--- config.mk ---
export PLATFORM = sky130hd
export DESIGN_NAME = cdb_arbiter
export DESIGN_NICKNAME = d
export VERILOG_FILES = /design/src/rtl/cdb_arbiter.sv
export SDC_FILE = /design/constraint.sdc
export NUM_CORES = 2
export LEC_CHECK = 0
export ABC_AREA = 1
export ABC_CLOCK_PERIOD_IN_PS = 23200
export CORE_AREA = 2 2 361 363
export CTS_CLUSTER_DIAMETER = 50
export DETAILED_ROUTE_END_ITERATION = 12
export DIE_AREA = 0 0 363 365
export GPL_TIMING_DRIVEN = 0
export PLACE_DENSITY = 0.76
export SYNTH_ARGS = -nofsm -noshare
export SYNTH_HDL_FRONTEND = slang
export SYNTH_SLANG_ARGS = --single-unit
export TNS_END_PERCENT = 10
--- constraint.sdc ---
create_clock -name clk -period 23.2 [get_ports clk]
set_clock_uncertainty 0.05 [all_clocks]
set_input_delay 4.64 -clock clk [delete_from_list [all_inputs] [get_ports clk]]
set_output_delay 4.64 -clock clk [all_outputs]
set_load 0.01 [all_outputs]
--- src/rtl/cdb_arbiter.sv ---
// cdb_arbiter: merges ALU write-back results and MEM results onto one
// registered common data bus. ALU results cannot be back-pressured, so they
// are parked in a small FIFO. MEM results use a valid/ready handshake. A stall
// output throttles ALU dispatch before the FIFO can overflow.

module cdb_arbiter #(
  parameter int DEPTH = 4
) (
  input  logic         clk,
  input  logic         rst,

  input  logic         Valid_ALU_CDB,
  input  logic [7:0]   ActiveMask_ALU_CDB,
  input  logic [2:0]   WarpID_ALU_CDB,
  input  logic [31:0]  Instr_ALU_CDB,
  input  logic [4:0]   Dst_ALU_CDB,
  input  logic [255:0] Dst_Data_ALU_CDB,
  input  logic [1:0]   ScbID_ALU_CDB,

  input  logic         Valid_MEM_CDB,
  output logic         Ready_CDB_MEM,
  input  logic [7:0]   ActiveMask_MEM_CDB,
  input  logic [2:0]   WarpID_MEM_CDB,
  input  logic [31:0]  Instr_MEM_CDB,
  input  logic [4:0]   Dst_MEM_CDB,
  input  logic [255:0] Dst_Data_MEM_CDB,
  input  logic [1:0]   ScbID_MEM_CDB,

  output logic         Valid_CDB,
  output logic [7:0]   ActiveMask_CDB,
  output logic [2:0]   WarpID_CDB,
  output logic [31:0]  Instr_CDB,
  output logic [4:0]   Dst_CDB,
  output logic [255:0] Dst_Data_CDB,
  output logic [1:0]   ScbID_CDB,
  output logic         RegWrite_CDB,
  output logic         Clear_Valid_CDB_Scb,
  output logic         Stall_CDB_OC,
  output logic         Overflow_CDB
);

  // Packed result layout: {mask, warp, instr, dst, data, scbid} = 306 bits.
  localparam int PW = 306;
  localparam int AW = $clog2(DEPTH);
  localparam int CW = AW + 1;
  localparam logic [CW-1:0] FULL_CNT  = CW'(DEPTH);
  localparam logic [CW-1:0] STALL_CNT = CW'(DEPTH - 2);

  logic [PW-1:0] fifoMem_q [DEPTH];
  logic [AW-1:0] rdPtr_q, rdPtr_d;
  logic [AW-1:0] wrPtr_q, wrPtr_d;
  logic [CW-1:0] count_q, count_d;
  logic          lastGrantAlu_q, lastGrantAlu_d;
  logic          overflow_q, overflow_d;
  logic          outValid_q, outValid_d;
  logic [PW-1:0] outPayload_q, outPayload_d;

  logic [PW-1:0] aluPayload;
  logic [PW-1:0] memPayload;
  logic [PW-1:0] headPayload;
  logic          fifoEmpty;
  logic          fifoFull;
  logic          aluReq;
  logic          memReq;
  logic          grantAlu;
  logic          grantMem;
  logic          bypass;
  logic          pop;
  logic          pushReq;
  logic          push;
  logic          drop;

  assign aluPayload = {ActiveMask_ALU_CDB, WarpID_ALU_CDB, Instr_ALU_CDB,
                       Dst_ALU_CDB, Dst_Data_ALU_CDB, ScbID_ALU_CDB};
  assign memPayload = {ActiveMask_MEM_CDB, WarpID_MEM_CDB, Instr_MEM_CDB,
                       Dst_MEM_CDB, Dst_Data_MEM_CDB, ScbID_MEM_CDB};
  assign headPayload = fifoMem_q[rdPtr_q];

  assign fifoEmpty = (count_q == '0);
  assign fifoFull  = (count_q == FULL_CNT);

  // The ALU side requests with the FIFO head, or with the live input when the
  // FIFO is empty. On a tie the side that did not win last time gets the bus.
  assign aluReq   = !fifoEmpty || Valid_ALU_CDB;
  assign memReq   = Valid_MEM_CDB;
  assign grantAlu = aluReq && (!memReq || !lastGrantAlu_q);
  assign grantMem = memReq && (!aluReq || lastGrantAlu_q);

  // Bypass only happens from an empty FIFO; anything not bypassed is queued,
  // unless the FIFO is full and nothing leaves this cycle, in which case the
  // result is lost and the sticky overflow flag records it.
  assign bypass  = grantAlu && fifoEmpty;
  assign pop     = grantAlu && !fifoEmpty;
  assign pushReq = Valid_ALU_CDB && !bypass;
  assign push    = pushReq && (!fifoFull || pop);
  assign drop    = pushReq && fifoFull && !pop;

  // Next-state for FIFO bookkeeping, arbitration history and the CDB register.
  always_comb begin
    rdPtr_d        = rdPtr_q;
    wrPtr_d        = wrPtr_q;
    count_d        = count_q;
    lastGrantAlu_d = lastGrantAlu_q;
    overflow_d     = overflow_q || drop;
    outValid_d     = 1'b0;
    outPayload_d   = outPayload_q;

    if (pop) begin
      rdPtr_d = rdPtr_q + AW'(1);
    end
    if (push) begin
      wrPtr_d = wrPtr_q + AW'(1);
    end
    if (push && !pop) begin
      count_d = count_q + CW'(1);
    end else if (pop && !push) begin
      count_d = count_q - CW'(1);
    end

    if (grantAlu) begin
      lastGrantAlu_d = 1'b1;
      outValid_d     = 1'b1;
      outPayload_d   = fifoEmpty ? aluPayload : headPayload;
    end else if (grantMem) begin
      lastGrantAlu_d = 1'b0;
      outValid_d     = 1'b1;
      outPayload_d   = memPayload;
    end
  end

  // Control and output registers; reset empties the FIFO and lets ALU win the first tie.
  always_ff @(posedge clk) begin
    if (rst) begin
      rdPtr_q        <= '0;
      wrPtr_q        <= '0;
      count_q        <= '0;
      lastGrantAlu_q <= 1'b0;
      overflow_q     <= 1'b0;
      outValid_q     <= 1'b0;
      outPayload_q   <= '0;
    end else begin
      rdPtr_q        <= rdPtr_d;
      wrPtr_q        <= wrPtr_d;
      count_q        <= count_d;
      lastGrantAlu_q <= lastGrantAlu_d;
      overflow_q     <= overflow_d;
      outValid_q     <= outValid_d;
      outPayload_q   <= outPayload_d;
    end
  end

  // FIFO storage needs no reset: the pointers and count decide what is live.
  always_ff @(posedge clk) begin
    if (push) begin
      fifoMem_q[wrPtr_q] <= aluPayload;
    end
  end

  assign Valid_CDB           = outValid_q;
  assign RegWrite_CDB        = outValid_q;
  assign Clear_Valid_CDB_Scb = outValid_q;
  assign Overflow_CDB        = overflow_q;
  assign {ActiveMask_CDB, WarpID_CDB, Instr_CDB,
          Dst_CDB, Dst_Data_CDB, ScbID_CDB} = outPayload_q;

  // Handshake and throttle are held low while reset is applied.
  assign Ready_CDB_MEM = !rst && grantMem;
  assign Stall_CDB_OC  = !rst && (count_q >= STALL_CNT);

endmodule

==> metrics.txt <==
status=finished clean; number of nets with antenna violations after detailed routing=0; clock sinks=1,542; TritonCTS clock tree=yes; total via count after detailed routing=54,850; share of Yosys cell area claimed by the top area cell type=0.5556; final critical delay including setup and external delays=11,810 ps; register area=0.04312 mm²; drt via density=5.672; slowest stage cell on the critical path=clkdlybuf4s50_1; Pwr Density=117.7 mW/mm²; total of buffers placed on input and output ports=926; Nets=8,444; ranking of synthesized cells by area=edfxtp_1 56%, nand2_1 10%, dfxtp_1 9.6%, nand3_1 9.3%, inv_1 3.6%; total gr overflow=0; type of the worst min-delay path=reg2reg; Synth Area in Adders=0.001248; post-cts resize count=0; Synth Area in XOR/XNOR=0; Mapped Nets=7,303; combinational family with the most area after synthesis=simple AND/OR/NAND/NOR gates; data arrival time at the worst-slack endpoint=7120 ps; power after layout=9.904 mW; post-synthesis simple-gate area fraction=0.2575; leakage power=33.20 nW; Avg Inst Size Synth=9.903 µm²; max_slew headroom=0.03194; growth of design area from synthesis to finish=27.21%; Synth Area in Compound Gates=0.02417; root buffer cell=clkbuf_16; fraction of the yosys area taken by sequential cells=0.6518; area taken by multi-input logic gates=0.01875 mm²; number of primary I/O pins=928; Peak VDD IR=0.00006939 V; final hold violation count=0; Hold Slack=417.6 ps; Maximum Capacitance Violations=0; final worst-path cycle share=0.5093; Worst-Margin Slew=1452 ps; warnings from Yosys=0; max-slew violations=0; largest area contributor in the synthesized netlist=edfxtp_1; synthesized instance count=6,681; fraction of synthesized area in multiplexers=0; Syn Std Cell Area=0.06616 mm²; horizontal die dimension=363 µm; vertical extent of the die=365 µm; Main synth FF type=edfxtp_1; Longest Clk Path Bufs=3; synth unique cells=26; via count of the first global-routing pass=52,860; dominant cell type by count on the critical path=clkdlybuf4s50_1; number of clock buffers inserted by TritonCTS=164; fill cell total of the finished layout=9,681; clock slew seen by the registers of the worst setup and hold paths=60 ps; number of remaining DRC errors=0; final wirelength=219,000 µm; most frequent cells after synthesis=1,847 x nand2_1, 1,226 x nand3_1, 1,224 x edfxtp_1, 627 x inv_1, 318 x dfxtp_1; level count of the clock H-tree=4; core box area=0.1287 mm²; type of the setup path with the least slack=in2out; post-detail-place hpwl=153,000 µm; synthesized flop and latch total=1,542; post-CTS setup repair buffer count=0; Placement Rows=132; Setup violations, final=0; first-pass detailed-route iteration total=7; Worst Path Max Fanout=10; largest net degree at the start of global routing=30; GRT Total Usage=0.3206; CTS hold repair buffers=0; cell-by-cell listing of the critical path=clkdlybuf4s50_1, inv_1, nand3_4, nand2_4, buf_4, buf_2, and3_1, clkdlybuf4s50_1; first-pass GRT wire length=317,700 µm; die footprint=0.1325 mm²; last weighted congestion value of the routability-driven placer=0.9489; number of enable-type register cells in the synthesized netlist=1,224; achievable frequency=84.64 MHz; initial antenna violation count=52; initial standard-cell utilization of the core=0.5142; source-to-sink clock delay at the later pin of the worst-skew pair=800 ps; delay of the slowest cell on the worst path=600 ps; critical path required time=18,510 ps; setup repair after global routing missed its margin=false; share of flip-flops with an asynchronous set or reset=0; detailed router's first-iteration violation count=6,736; Routed wire per std cell=22.65 µm; most frequent cell after synthesis=nand2_1; kind of capture point of the worst setup path=output pin; startpoint types=input port; fraction of layout instances using a drive strength above 1=0.09008
## per-layer routing
metal,vias to the layer above,track usage,part of all wire
met5,-,0,0.00099
met4,32,0.1718,0.053
met3,596,0.08293,0.11
met2,3328,0.5208,0.48
met1,25940,0.3943,0.36
li1,24950,-,-
## flip-flops by register name, indices dropped and copies added, names as in the netlist, named ones only
name,flops
outPayload_q,306
Overflow_CDB,1
count_q,3
Clear_Valid_CDB_Scb,1
rdPtr_q,2
wrPtr_q,2
lastGrantAlu_q,1
fifoMem_q,1224
## area by class of cell
cell class / count / share of cell area
diodes: 35 / 0.001041
flip-flops and latches: 1542 / 0.5124
multi-input cells: 4032 / 0.2227
clock inverters: 111 / 0.01360
repair buffers: 975 / 0.1224
inverters: 635 / 0.02832
well taps: 1675 / 0.02490
plain buffers: 472 / 0.02309
clock buffers: 193 / 0.05151
## placed cells by master (no fill, tap or decap), types with 10 or more instances in the layout
cell type        count
a21oi_1            313
buf_1               41
nand2_1           1847
inv_1              627
nand4_1            308
or2_0               10
clkinvlp_4          13
inv_6               14
or2_1               23
or2_2              273
clkinv_2            24
clkbuf_16          166
buf_4               10
buf_12              42
clkinv_1            25
buf_2              104
nand3_1           1226
bufinv_16           13
clkbuf_1           333
edfxtp_1          1224
diode_2             35
clkdlybuf4s50_1    926
dfxtp_1            318
## stage by stage
stage / setup TNS, ps / instances / cell area, µm² / worst slack [ps] / util
2_1_floorplan: 0 / 6681 / 66160 / 4227 / -
3_3_place_gp: -8453090 / 9282 / 77520 / -7112 / 0.6026
3_5_place_dp: 0 / 9331 / 78590 / 11340 / 0.6109
4_1_cts: 0 / 9635 / 84070 / 11320 / 0.6535
5_1_grt: 0 / 9660 / 84130 / 11250 / 0.6539
6_report: 0 / 9670 / 84160 / 11390 / 0.6541
## critical path: cells and delay by family
kind / cells / cell delay (ps)
buffers and inverters: 5 / 1800
and+or+nand+nor: 3 / 670
## final timing paths
check                              startpoint                         end  slack [ps]  depth (start not counted)
hold / removal        rdPtr_q[1]$_SDFFE_PP0N_     rdPtr_q[1]$_SDFFE_PP0N_         420                          2
hold reg to reg       rdPtr_q[1]$_SDFFE_PP0N_     rdPtr_q[1]$_SDFFE_PP0N_         420                          2
setup / recovery                Valid_ALU_CDB               Ready_CDB_MEM       11390                          8
setup reg to reg  lastGrantAlu_q$_SDFFE_PP0P_  fifoMem_q[0][45]$_DFFE_PP_       19310                         10
## report_power, final
group | internal, mW | switching (mW) | total, mW | leakage [nW]
combinational | 1.25 | 2.36 | 3.61 | 16.7
sequential | 3.45 | 0.193 | 3.65 | 13.8
clock | 1.50 | 1.14 | 2.65 | 2.65
## cell families (layout without fill, tap and decap cells)
kind of cell | Yosys count | count (layout)
AND/OR/NAND/NOR | 3707 | 3707
flip-flops | 1542 | 1542
buffers and inverters | 1107 | 2386
AO/OA/AOI/OAI | 319 | 319
adder cells (fa/ha/maj) | 6 | 6
other | 0 | 35
No activity file was read; power rests on OpenSTA's default activity.
